File: src/rtl/pc_gen_pkg.sv
// Shared defaults and types for the program-counter generator slice.
package pc_gen_pkg;

    localparam int          DEF_XLEN       = 32;
    localparam logic [31:0] DEF_RESET_VEC  = 32'h8000_0000;
    localparam int          DEF_INST_BYTES = 4;
    localparam int          DEF_BOOT_DELAY = 1;

    typedef logic [DEF_XLEN-1:0] pc_t;

endpackage

File: src/rtl/pc_gen_if.sv
// Fetch request handshake between the PC generator (master) and the IFU (slave).
interface pc_gen_if
    import pc_gen_pkg::*;
#(
    parameter int XLEN = DEF_XLEN
);
    logic            fetch_valid;
    logic [XLEN-1:0] fetch_pc;
    logic            fetch_epoch;
    logic            fetch_ready;

    modport master (
        output fetch_valid,
        output fetch_pc,
        output fetch_epoch,
        input  fetch_ready
    );

    modport slave (
        input  fetch_valid,
        input  fetch_pc,
        input  fetch_epoch,
        output fetch_ready
    );
endinterface

File: src/rtl/pc_gen_redirect_buf.sv
// Redirect/trap target selection, alignment, misalign flag and the pending-target
// buffer that parks a target while the current fetch request is held.
module pc_redirect_buf
    import pc_gen_pkg::*;
#(
    parameter int XLEN       = DEF_XLEN,
    parameter int INST_BYTES = DEF_INST_BYTES
) (
    input  logic            clk,
    input  logic            rst_n,
    input  logic            boot_done,
    input  logic            trap_valid,
    input  logic [XLEN-1:0] trap_pc,
    input  logic            redirect_valid,
    input  logic [XLEN-1:0] redirect_pc,
    input  logic            hold_next,
    input  logic            fire,
    output logic            take_now,
    output logic [XLEN-1:0] tgt_pc,
    output logic            pend_load,
    output logic [XLEN-1:0] pend_pc,
    output logic            misalign
);

    localparam int              ALIGN_W    = $clog2(INST_BYTES);
    localparam logic [XLEN-1:0] ALIGN_MASK = {XLEN{1'b1}} << ALIGN_W;

    logic [XLEN-1:0] raw_tgt_s;
    logic            tgt_v_s;
    logic            buf_write_s;
    logic            accept_s;
    logic            pend_v_r;
    logic            pend_trap_r;
    logic [XLEN-1:0] pend_pc_r;
    logic            misalign_r;

    // Target priority, alignment and accept/buffer decisions.
    always_comb begin
        raw_tgt_s = redirect_pc;
        if (trap_valid) begin
            raw_tgt_s = trap_pc;
        end else begin
            raw_tgt_s = redirect_pc;
        end
        tgt_v_s     = boot_done & (trap_valid | redirect_valid);
        take_now    = tgt_v_s & ~hold_next;
        // A plain redirect may not displace a trap already waiting in the buffer.
        buf_write_s = tgt_v_s & hold_next & (trap_valid | ~pend_v_r | ~pend_trap_r);
        accept_s    = take_now | buf_write_s;
        tgt_pc      = raw_tgt_s & ALIGN_MASK;
        pend_load   = fire & pend_v_r;
    end

    // Pending-target buffer.
    always_ff @(posedge clk) begin
        if (!rst_n) begin
            pend_v_r    <= 1'b0;
            pend_trap_r <= 1'b0;
            pend_pc_r   <= {XLEN{1'b0}};
        end else if (take_now) begin
            pend_v_r    <= 1'b0;
            pend_trap_r <= 1'b0;
        end else if (buf_write_s) begin
            pend_v_r    <= 1'b1;
            pend_trap_r <= trap_valid;
            pend_pc_r   <= tgt_pc;
        end else if (pend_load) begin
            pend_v_r    <= 1'b0;
            pend_trap_r <= 1'b0;
        end else begin
            pend_v_r    <= pend_v_r;
            pend_trap_r <= pend_trap_r;
        end
    end

    // One-cycle flag for an accepted target with nonzero low bits.
    always_ff @(posedge clk) begin
        if (!rst_n) begin
            misalign_r <= 1'b0;
        end else begin
            misalign_r <= accept_s & (|(raw_tgt_s & ~ALIGN_MASK));
        end
    end

    assign pend_pc  = pend_pc_r;
    assign misalign = misalign_r;

endmodule

File: src/rtl/pc_gen.sv
// Program-counter generator: boot delay, held fetch requests, prioritised
// redirects with a pending buffer, and an epoch tag that flips on every redirect.
module pc_gen
    import pc_gen_pkg::*;
#(
    parameter int              XLEN       = DEF_XLEN,
    parameter logic [XLEN-1:0] RESET_VEC  = XLEN'(DEF_RESET_VEC),
    parameter int              INST_BYTES = DEF_INST_BYTES,
    parameter int              BOOT_DELAY = DEF_BOOT_DELAY
) (
    input  logic            clk,
    input  logic            rst_n,
    input  logic            stall,
    input  logic            redirect_valid,
    input  logic [XLEN-1:0] redirect_pc,
    input  logic            trap_valid,
    input  logic [XLEN-1:0] trap_pc,
    pc_gen_if.master        fetch,
    output logic            boot_done,
    output logic            misalign
);

    localparam int CNT_W = (BOOT_DELAY > 1) ? $clog2(BOOT_DELAY + 1) : 1;

    logic [CNT_W-1:0] boot_cnt_r;
    logic             boot_done_r;
    logic             hold_r;
    logic [XLEN-1:0]  pc_r;
    logic             epoch_r;

    logic             fetch_valid_s;
    logic             fire_s;
    logic             hold_next_s;
    logic             take_now_s;
    logic [XLEN-1:0]  tgt_pc_s;
    logic             pend_load_s;
    logic [XLEN-1:0]  pend_pc_s;
    logic [XLEN-1:0]  pc_next_s;
    logic             epoch_next_s;

    // Handshake: a held request stays valid regardless of stall.
    always_comb begin
        fetch_valid_s = boot_done_r & (hold_r | ~stall);
        fire_s        = fetch_valid_s & fetch.fetch_ready;
        hold_next_s   = fetch_valid_s & ~fetch.fetch_ready;
    end

    pc_redirect_buf #(
        .XLEN       (XLEN),
        .INST_BYTES (INST_BYTES)
    ) u_redirect_buf (
        .clk            (clk),
        .rst_n          (rst_n),
        .boot_done      (boot_done_r),
        .trap_valid     (trap_valid),
        .trap_pc        (trap_pc),
        .redirect_valid (redirect_valid),
        .redirect_pc    (redirect_pc),
        .hold_next      (hold_next_s),
        .fire           (fire_s),
        .take_now       (take_now_s),
        .tgt_pc         (tgt_pc_s),
        .pend_load      (pend_load_s),
        .pend_pc        (pend_pc_s),
        .misalign       (misalign)
    );

    // Next-PC mux; the epoch flips exactly when a target is loaded.
    always_comb begin
        pc_next_s    = pc_r;
        epoch_next_s = epoch_r;
        if (take_now_s) begin
            pc_next_s    = tgt_pc_s;
            epoch_next_s = ~epoch_r;
        end else if (pend_load_s) begin
            pc_next_s    = pend_pc_s;
            epoch_next_s = ~epoch_r;
        end else if (fire_s) begin
            pc_next_s    = pc_r + XLEN'(INST_BYTES);
        end else begin
            pc_next_s    = pc_r;
        end
    end

    // Boot delay counter; boot_done is sticky until reset.
    always_ff @(posedge clk) begin
        if (!rst_n) begin
            boot_cnt_r  <= {CNT_W{1'b0}};
            boot_done_r <= 1'b0;
        end else if (!boot_done_r) begin
            boot_cnt_r  <= boot_cnt_r + {{(CNT_W-1){1'b0}}, 1'b1};
            boot_done_r <= (boot_cnt_r == CNT_W'(BOOT_DELAY - 1));
        end else begin
            boot_cnt_r  <= boot_cnt_r;
            boot_done_r <= 1'b1;
        end
    end

    // PC, epoch and hold state.
    always_ff @(posedge clk) begin
        if (!rst_n) begin
            pc_r    <= RESET_VEC;
            epoch_r <= 1'b0;
            hold_r  <= 1'b0;
        end else begin
            pc_r    <= pc_next_s;
            epoch_r <= epoch_next_s;
            hold_r  <= hold_next_s;
        end
    end

    assign fetch.fetch_valid = fetch_valid_s;
    assign fetch.fetch_pc    = pc_r;
    assign fetch.fetch_epoch = epoch_r;
    assign boot_done         = boot_done_r;

endmodule
File: src/flat_wrapper.sv
// flat-port wrapper written by rule: the top's interface ports become plain ports
module pc_gen_flat import pc_gen_pkg::*;
#(
    parameter int              XLEN       = DEF_XLEN,
    parameter logic [XLEN-1:0] RESET_VEC  = XLEN'(DEF_RESET_VEC),
    parameter int              INST_BYTES = DEF_INST_BYTES,
    parameter int              BOOT_DELAY = DEF_BOOT_DELAY
)
  (clk, rst_n, stall, redirect_valid, redirect_pc, trap_valid, trap_pc, boot_done, misalign, fetch_fetch_valid, fetch_fetch_pc, fetch_fetch_epoch, fetch_fetch_ready);
  pc_gen_if #(.XLEN(XLEN)) fetch_i ();
  input  logic clk;
  input  logic rst_n;
  input  logic stall;
  input  logic redirect_valid;
  input  logic [XLEN-1:0] redirect_pc;
  input  logic trap_valid;
  input  logic [XLEN-1:0] trap_pc;
  output logic boot_done;
  output logic misalign;
  output wire logic [$bits(fetch_i.fetch_valid)-1:0] fetch_fetch_valid;
  output wire logic [$bits(fetch_i.fetch_pc)-1:0] fetch_fetch_pc;
  output wire logic [$bits(fetch_i.fetch_epoch)-1:0] fetch_fetch_epoch;
  input wire logic [$bits(fetch_i.fetch_ready)-1:0] fetch_fetch_ready;
  assign fetch_fetch_valid = fetch_i.fetch_valid;
  assign fetch_fetch_pc = fetch_i.fetch_pc;
  assign fetch_fetch_epoch = fetch_i.fetch_epoch;
  assign fetch_i.fetch_ready = fetch_fetch_ready;
  pc_gen #(.XLEN(XLEN), .RESET_VEC(RESET_VEC), .INST_BYTES(INST_BYTES), .BOOT_DELAY(BOOT_DELAY)) u_core (.clk(clk), .rst_n(rst_n), .stall(stall), .redirect_valid(redirect_valid), .redirect_pc(redirect_pc), .trap_valid(trap_valid), .trap_pc(trap_pc), .fetch(fetch_i), .boot_done(boot_done), .misalign(misalign));
endmodule
File: config.mk
export PLATFORM = sky130hd
export DESIGN_NAME = pc_gen_flat
export DESIGN_NICKNAME = d
export VERILOG_FILES = /design/src/rtl/pc_gen_pkg.sv /design/src/rtl/pc_gen_if.sv /design/src/rtl/pc_gen_redirect_buf.sv /design/src/rtl/pc_gen.sv /design/src/flat_wrapper.sv
export SDC_FILE = /design/constraint.sdc
export NUM_CORES = 1
export LEC_CHECK = 0
export ABC_AREA = 1
export CORE_ASPECT_RATIO = 1.5
export CORE_MARGIN = 4
export CORE_UTILIZATION = 40
export DETAILED_ROUTE_END_ITERATION = 12
export PLACE_DENSITY = 0.67
export SLEW_MARGIN = 20
export SYNTH_ARGS = -nofsm -noshare
export SYNTH_HDL_FRONTEND = slang
export SYNTH_HIERARCHICAL = 1
export SYNTH_SLANG_ARGS = --single-unit
File: constraint.sdc
create_clock -name clk -period 2.6 [get_ports clk]
set_clock_uncertainty 0.15 [all_clocks]
set_input_delay 0.78 -clock clk [delete_from_list [all_inputs] [get_ports clk]]
set_output_delay 0.78 -clock clk [all_outputs]
set_load 0.005 [all_outputs]
==> results of run 1 <==
## cells in the mapped netlist, types with 3 or more instances
library cell and count:
o21ai_0 53, nor2_2 11, clkbuf_1 13, buf_1 3
xor2_1 8, inv_1 102, dfxtp_1 69, nor2_4 5
xnor2_1 3, a21oi_2 3, inv_2 3, nor3_1 4
o211ai_1 6, a21oi_1 52, nand2_2 6, nand2_1 223
buf_2 21, nand3_1 60, buf_4 9, nor2_1 153
## critical path: cells and delay by family
| family | cells | cell delay [ns] |
|---|---|---|
| buffers and inverters | 2 | 0.66 |
| AOI/OAI and AO/OA | 1 | 0.16 |
## flip-flops by register name (all words and copies together) (netlist names)
| name | cells |
|---|---|
| u_core/boot_cnt_r | 1 |
| u_core/boot_done | 1 |
| u_core/fetch.fetch_epoch | 1 |
| u_core/fetch.fetch_pc | 32 |
| u_core/hold_r | 1 |
| u_core/u_redirect_buf/misalign | 1 |
| u_core/u_redirect_buf/pend_pc | 30 |
| u_core/u_redirect_buf/pend_trap_r | 1 |
| u_core/u_redirect_buf/pend_v_r | 1 |
## report_power, final
part / total [mW] / switching, mW / internal (mW)
clock network: 1.33 / 0.439 / 0.888
registers: 1.21 / 0.0850 / 1.12
logic: 0.708 / 0.351 / 0.357
## per-layer routing
metal / track usage [%] / up-vias / part of all wire (%)
met5: 0 / - / 0
met4: 7.317 / 0 / 2.2
met3: 3.257 / 21 / 5.7
met2: 32.68 / 150 / 47
met1: 28.89 / 2265 / 45
li1: - / 2733 / -
## cell families after synthesis
| group | share of synthesized area (%) |
|---|---|
| AOI/OAI and AO/OA | 13.64 |
| xor gates and xnor gates | 2.047 |
| adders and majority gates | 0.2658 |
| buffers and inverters | 13.32 |
| DFF | 29.35 |
| other | 0.07969 |
| and+or+nand+nor | 41.29 |
## layout make-up
class	instances	share of cell area, %
clock buffer	12	4.020
timing repair buffer	134	21.47
clock inverter	4	1.098
sequential	69	21.65
tap	150	2.941
inverter	105	6.216
multi-input combinational	604	42.61
## per-stage QoR
step | util (%) | TNS (ns) | power (mW) | cell area, um2
floorplan | - | 0 | 1.579 | 4717
global placement | 52.00 | -5.716 | 1.908 | 5996
detailed placement | 52.00 | -8.262 | 1.914 | 5996
CTS | 54.88 | 0 | 3.244 | 6329
global route | 55.34 | -0.1869 | 3.401 | 6381
finish | 55.34 | 0 | 3.244 | 6381
## final timing paths
path,to,slack [ns],depth (start not counted)
worst max-delay path,fetch_fetch_valid,0.07,3
worst min-delay path,u_core/fetch.fetch_epoch,0.30,1
worst max register to register,u_core/fetch.fetch_pc[13],0.52,15
worst min register to register,u_core/fetch.fetch_epoch,0.30,1
## repair_timing
action                     in CTS  in global routing
hold buffers                    0                  0
setup endpoints to repair       1                 30
pin swaps                       1                  2
setup buffers                   1                  0
resized for setup               1                 11
gates cloned                    0                  1
==> flow_metrics.env, run 1 <==
export IMPL_outcome="finished clean"
export IMPL_cap_viol_max_count=0
export IMPL_critPathMaxFanout=2
export IMPL_ant_nets=0
export IMPL_drive_above_1_share_pct=8.621
export IMPL_die_area_um2=13600
export IMPL_multi_input_area_um2=2719
export IMPL_period_minus_slack_ns=2.532
export IMPL_dr_pass1_iters=5
export IMPL_r2r_start="u_core/boot_done"
export IMPL_gr_usage_all_layers_pct=20.88
export IMPL_nets=994
export IMPL_cts_buffers=9
export IMPL_synth_top_flop_cell="dfxtp_1"
export IMPL_synth_top_area_share_pct=29.35
export IMPL_p_leak_nw=2.825
export IMPL_drc=0
export IMPL_wire_per_inst_um=13.15
export IMPL_synth_edf_count=0
export IMPL_fillCellCount=1182
export IMPL_slew_viol_final=0
export IMPL_peakVddDrop_mv=0.3540
export IMPL_power_density_nw_per_um2=508.3
export IMPL_drt_iter0_markers=357
export IMPL_dp_cells=1060
export IMPL_fin_crit_sh_pct=97.40
export IMPL_start_util_pct=40.81
export IMPL_final_cells=1078
export IMPL_die_width_um=96.56
export IMPL_setup_slack_ns=0.06770
export IMPL_crit_path_end_kind="primary output"
export IMPL_synth_area_um2=4706
export IMPL_fmax_ghz=0.3949
export IMPL_critPathMaxStageDelay_ns=0.41
export IMPL_antenna_cells=0
export IMPL_seq_area_um2=1381
export IMPL_final_common_cell="nand2_1"
export IMPL_die_y_um=140.8
export IMPL_globalplace_congestion=0.8873
export IMPL_crit_chain="clkdlybuf4s50_1, a21oi_2, dlygate4sd2_1"
export IMPL_synthToLayoutAreaGrowth_pct=35.60
export IMPL_grt_pass1_wl_mm=22.60
export IMPL_routed_wl_mm=14.17
export IMPL_synth_top_cell_by_area="dfxtp_1"
export IMPL_hold_violations=0
export IMPL_core_area_um2=11530
export IMPL_rsz0062_at_grt="true"
export IMPL_synthCells=821
export IMPL_insertion_delay_ns=0.33
export IMPL_holdWs_ns=0.3042
export IMPL_cts_tree="yes"
export IMPL_rows=48
export IMPL_synth_seq_cells=69
export IMPL_avgSynthCellArea_um2=5.732
export IMPL_viasPerCell=4.795
export IMPL_synth_area_leaders="dfxtp_1, nand2_1, nor2_1"
export IMPL_yosysWarnings=6
export IMPL_clock_sinks=69
export IMPL_final_cell_mix="nand2_1, nor2_1, clkdlybuf4s50_1"
export IMPL_yosysSeqAreaShare_pct=29.35
export IMPL_required_ns=1.67
export IMPL_min_path_type="flip-flop to flip-flop"
export IMPL_numPortBuffers=105
export IMPL_clk_pin_slew_worst_paths_ns=0.06
export IMPL_grt_overflow_total=0
export IMPL_critPathArrivalTime_ns=1.60
export IMPL_cts_max_level=3
export IMPL_critical_path_slowest_cell="clkdlybuf4s50_1"
export IMPL_clockBufferDepth=2
export IMPL_dp_hpwl_mm=10.69
export IMPL_ys_async_sr_fraction_pct=0
export IMPL_grt_start_max_net_pins=50
export IMPL_cts_root_buf="clkbuf_16"
export IMPL_place_ws_ns=-0.2275
export IMPL_io_pins=106
export IMPL_critPathLaunch="stall"
export IMPL_hp_start="u_core/fetch.fetch_epoch"
export IMPL_path_class="input pin to primary output"
export IMPL_grt_pass1_vias=4644
export IMPL_setup_violations=0
export IMPL_grt_antenna_before_repair=0
export IMPL_cp_start_kind="input pin"
export IMPL_via_count=5169
export IMPL_synth_cell_type_count=30
Note: power is estimated with default switching activity, not from simulation.
==> run 2, diff against run 1 <==
- clock period: 2.6 -> 2.75 ns (I/O delays scaled with it)
==> flow_metrics.env, run 2 (synthesis gave the netlist of run 1 again) <==
export IMPL_holdWs_ns=0.3049
export IMPL_die_area_um2=13600
export IMPL_required_ns=1.78
export IMPL_p_leak_nw=2.792
export IMPL_globalplace_congestion=0.8780
export IMPL_setup_violations=0
export IMPL_wire_per_inst_um=13.05
export IMPL_ant_nets=0
export IMPL_cts_tree="yes"
export IMPL_dp_hpwl_mm=10.61
export IMPL_rows=48
export IMPL_core_area_um2=11530
export IMPL_nets=994
export IMPL_viasPerCell=4.785
export IMPL_place_ws_ns=-0.1767
export IMPL_via_count=5153
export IMPL_slew_viol_final=0
export IMPL_routed_wl_mm=14.05
export IMPL_drc=0
export IMPL_critPathMaxFanout=2
export IMPL_drive_above_1_share_pct=8.091
export IMPL_power_density_nw_per_um2=460.1
export IMPL_pwr_share_clk_pct=37.8
export IMPL_die_y_um=140.8
export IMPL_cp_start_kind="input pin"
export IMPL_synthToLayoutAreaGrowth_pct=33.90
export IMPL_largest_reg_flops=32
export IMPL_cts_buffers=9
export IMPL_numPortBuffers=105
export IMPL_critPathArrivalTime_ns=1.62
export IMPL_cap_viol_max_count=0
export IMPL_grt_pass1_wl_mm=22.43
export IMPL_cts_max_level=3
export IMPL_peakVddDrop_mv=0.3110
export IMPL_grt_start_max_net_pins=51
export IMPL_internal_power_mw=2.074
export IMPL_die_width_um=96.56
export IMPL_clk_pin_slew_worst_paths_ns=0.05
export IMPL_final_cell_mix="nand2_1, nor2_1, clkdlybuf4s50_1"
export IMPL_switchingPower_uw=825.3
export IMPL_fin_crit_sh_pct=94.41
export IMPL_insertion_delay_ns=0.33
export IMPL_grt_overflow_total=0
export IMPL_grt_antenna_before_repair=0
export IMPL_power_share_sequential_pct=39.4
export IMPL_setup_slack_ns=0.1536
export IMPL_path_class="input pin to primary output"
export IMPL_min_path_type="flip-flop to flip-flop"
export IMPL_fillCellCount=1221
export IMPL_dr_pass1_iters=5
export IMPL_crit_path_end_kind="primary output"
export IMPL_clockBufferDepth=2
export IMPL_antenna_cells=0
export IMPL_hold_violations=0
export IMPL_grt_pass1_vias=4683
export IMPL_comb_power_share_pct=22.8
export IMPL_cts_root_buf="clkbuf_16"
export IMPL_tns_ns=0
export IMPL_clock_sinks=69
export IMPL_final_common_cell="nand2_1"
export IMPL_outcome="finished clean"
export IMPL_fmax_ghz=0.3852
export IMPL_gr_usage_all_layers_pct=20.77
export IMPL_drt_iter0_markers=291
export IMPL_io_pins=106
export IMPL_start_util_pct=40.81
export IMPL_swShare_pct=28.47
export IMPL_period_minus_slack_ns=2.596
run 2: cell count changes in the layout (fill, tap and decap cells not counted), sizes merged:
| cell | delta |
|---|---|
| clkbuf | +2 |
| clkinv | -1 |
| bufinv | -2 |
run 2: cell type report:
class	count	area (um2)	share of cell area, %
clock inverter	1	5.005	0.07943
multi-input combinational	604	2714	43.07
sequential	69	1381	21.92
clock buffer	14	274.0	4.349
tap	150	187.7	2.979
timing repair buffer	134	1343	21.31
inverter	105	396.6	6.295
run 2: repair_timing:
item,CTS,global route
pin swaps,1,0
buffers inserted,1,0
setup endpoints to repair,1,25
hold buffers,0,0
gates resized for setup,1,3
cloned,0,1
run 2: worst max-delay path: stages:
cell and delay [ns]:
clkdlybuf4s50_1 0.42, a21oi_2 0.13, dlygate4sd2_1 0.25
run 2: worst paths after layout:
| kind | start | endpoint | slack (ns) | cells after the start |
|---|---|---|---|---|
| setup / recovery | stall | fetch_fetch_valid | 0.15 | 3 |
| hold / removal | u_core/boot_cnt_r | u_core/boot_done | 0.30 | 1 |
| setup reg to reg | u_core/boot_done | u_core/fetch.fetch_pc[5] | 0.64 | 15 |
| hold reg to reg | u_core/boot_cnt_r | u_core/boot_done | 0.30 | 1 |
run 2: power by group through the flow:
stage                     Clock (mW)  Sequential, mW  Combinational (mW)
after floorplan                    0            1.14               0.352
after global placement             0            1.16               0.641
after detailed placement           0            1.16               0.645
after CTS                       1.12            1.14               0.650
after global routing            1.15            1.15               0.742
final                           1.09            1.14               0.662
run 2: stage by stage:
stage | area [um2] | util (%) | instances | power, mW
floorplan | 4717 | - | 824 | 1.493
global placement | 5983 | 51.89 | 1060 | 1.804
detailed placement | 5983 | 51.89 | 1060 | 1.808
CTS | 6269 | 54.36 | 1076 | 2.908
global route | 6301 | 54.64 | 1077 | 3.047
finish | 6301 | 54.64 | 1077 | 2.899
run 2: layer usage:
layer  vias up  routed length [um]  track usage (%)  part of all wire, %
li1       2730                   -                -                    -
met1      2256                6431            28.76                   46
met2       153                6640            32.64                   47
met3        14                 725            3.310                  5.2
met4         0                 255            6.874                  1.8
met5         -                   0                0                    0
==> run 3, diff against run 2 <==
- clock period: 2.75 -> 2.7 ns (I/O delays scaled with it)
==> flow_metrics.env, run 3 (synthesis gave the netlist of run 1 again) <==
export IMPL_place_area_um2=5983
export IMPL_p_leak_nw=2.790
export IMPL_critPathMaxStageDelay_ns=0.42
export IMPL_cts_root_buf="clkbuf_16"
export IMPL_gr_usage_all_layers_pct=21.00
export IMPL_critical_path_slowest_cell="clkdlybuf4s50_1"
export IMPL_setup_slack_ns=0.1019
export IMPL_via_count=5178
export IMPL_nets=993
export IMPL_tns_ns=0
export IMPL_swShare_pct=27.92
export IMPL_antenna_cells=0
export IMPL_drt_iter0_markers=337
export IMPL_cp_start_kind="input pin"
export IMPL_dr_pass1_iters=5
export IMPL_comb_power_share_pct=21.8
export IMPL_die_y_um=140.8
export IMPL_fillCellCount=1221
export IMPL_largest_reg_flops=32
export IMPL_switchingPower_uw=854.3
export IMPL_viasPerCell=4.808
export IMPL_final_cell_mix="nand2_1, nor2_1, clkdlybuf4s50_1"
export IMPL_rr_worst_depth=15
export IMPL_pwr_share_clk_pct=40.2
export IMPL_fin_crit_sh_pct=96.23
export IMPL_holdWs_ns=0.2962
export IMPL_setup_violations=0
export IMPL_worstReg2RegEnd="u_core/fetch.fetch_pc[19]"
export IMPL_core_area_um2=11530
export IMPL_wire_per_inst_um=13.18
export IMPL_path_class="input pin to primary output"
export IMPL_seq_area_um2=1381
export IMPL_peakVddDrop_mv=0.3458
export IMPL_globalplace_congestion=0.9021
export IMPL_p_total_mw=3.059
export IMPL_crit_path_end_kind="primary output"
export IMPL_ctsHoldBuffers=0
export IMPL_die_area_um2=13600
export IMPL_cts_tree="yes"
export IMPL_numPortBuffers=105
export IMPL_grt_pass1_vias=4654
export IMPL_fmax_ghz=0.3849
export IMPL_multi_input_area_um2=2719
export IMPL_final_cells=1077
export IMPL_clockBufferDepth=2
export IMPL_final_common_cell="nand2_1"
export IMPL_power_share_sequential_pct=38.0
export IMPL_hold_violations=0
export IMPL_io_pins=106
export IMPL_r2r_slack_ns=0.64
export IMPL_drive_above_1_share_pct=8.738
export IMPL_internal_power_mw=2.205
export IMPL_min_path_type="flip-flop to flip-flop"
export IMPL_insertion_delay_ns=0.33
export IMPL_drc=0
export IMPL_cts_buffers=9
export IMPL_grt_overflow_total=0
export IMPL_die_width_um=96.56
export IMPL_clock_sinks=69
export IMPL_required_ns=1.74
export IMPL_critPathMaxFanout=2
export IMPL_slew_viol_final=0
export IMPL_critPathArrivalTime_ns=1.64
export IMPL_ant_nets=0
export IMPL_cpLargestDelayFamily="buffers and inverters"
export IMPL_power_density_nw_per_um2=484.1
export IMPL_routed_wl_mm=14.19
export IMPL_clk_pin_slew_worst_paths_ns=0.06
export IMPL_stdcell_area_um2=6320
export IMPL_place_ws_ns=-0.2206
export IMPL_dp_hpwl_mm=10.70
export IMPL_rsz0062_at_grt="false"
export IMPL_period_minus_slack_ns=2.598
export IMPL_rows=48
export IMPL_synthToLayoutAreaGrowth_pct=34.30
export IMPL_path_buf_inv=2
export IMPL_cts_max_level=3
export IMPL_grt_pass1_wl_mm=22.63
export IMPL_grt_antenna_before_repair=0
export IMPL_fin_util_pct=54.81
export IMPL_start_util_pct=40.81
export IMPL_r2r_start="u_core/boot_done"
export IMPL_min_to="u_core/fetch.fetch_epoch"
export IMPL_crit_chain="clkdlybuf4s50_1, a21oi_2, dlygate4sd2_1"
export IMPL_outcome="finished clean"
export IMPL_grt_start_max_net_pins=51
export IMPL_cap_viol_max_count=0
export IMPL_hp_start="u_core/fetch.fetch_epoch"
export IMPL_min_path_cells=1
export IMPL_dp_cells=1060
## run 3: metal layers
metal | global-route usage, % | vias up | part of all wire (%)
li1 | - | 2732 | -
met1 | 28.77 | 2266 | 46
met2 | 32.93 | 153 | 46
met3 | 2.776 | 27 | 4.5
met4 | 8.574 | 0 | 2.6
met5 | 0 | - | 0
## run 3: area by class of cell
type / count / share of cell area (%)
Multi-Input combinational cell: 604 / 43.02
Sequential cell: 69 / 21.86
Timing Repair Buffer: 133 / 20.97
Inverter: 105 / 6.236
Clock buffer: 13 / 4.276
Tap cell: 150 / 2.970
Clock inverter: 3 / 0.6731
## run 3: worst register-to-register path, delay by kind of cell, from the launching register on
family | cells | cell delay [ns]
buffers and inverters | 7 | 0.69
DFF | 1 | 0.39
AOI/OAI and AO/OA | 2 | 0.18
and+or+nand+nor | 6 | 0.55
## run 3: power groups by stage
stage / Sequential, mW / Clock (mW) / Combinational (mW)
3_3_place_gp: 1.18 / 0 / 0.652
6_report: 1.16 / 1.23 / 0.667
5_1_grt: 1.17 / 1.29 / 0.743
4_1_cts: 1.16 / 1.25 / 0.663
2_1_floorplan: 1.16 / 0 / 0.358
3_5_place_dp: 1.19 / 0 / 0.656
## run 3: timing repair
item,4_1_cts,5_1_grt
pin swaps,1,2
setup endpoints to repair,1,30
setup buffers,1,0
gates resized for setup,1,9
## run 3: how the worst max path moves through the flow
stage | start | endpoint | slack (ns) | depth (start not counted)
after floorplan | stall | u_core/fetch.fetch_pc[13] | 0.19 | 14
after global placement | stall | fetch_fetch_valid | -0.18 | 3
after detailed placement | stall | u_core/fetch.fetch_pc[19] | -0.22 | 14
after CTS | stall | u_core/fetch.fetch_pc[19] | 0.08 | 15
after global routing | stall | u_core/fetch.fetch_pc[8] | 0.002 | 15
final | stall | fetch_fetch_valid | 0.10 | 3
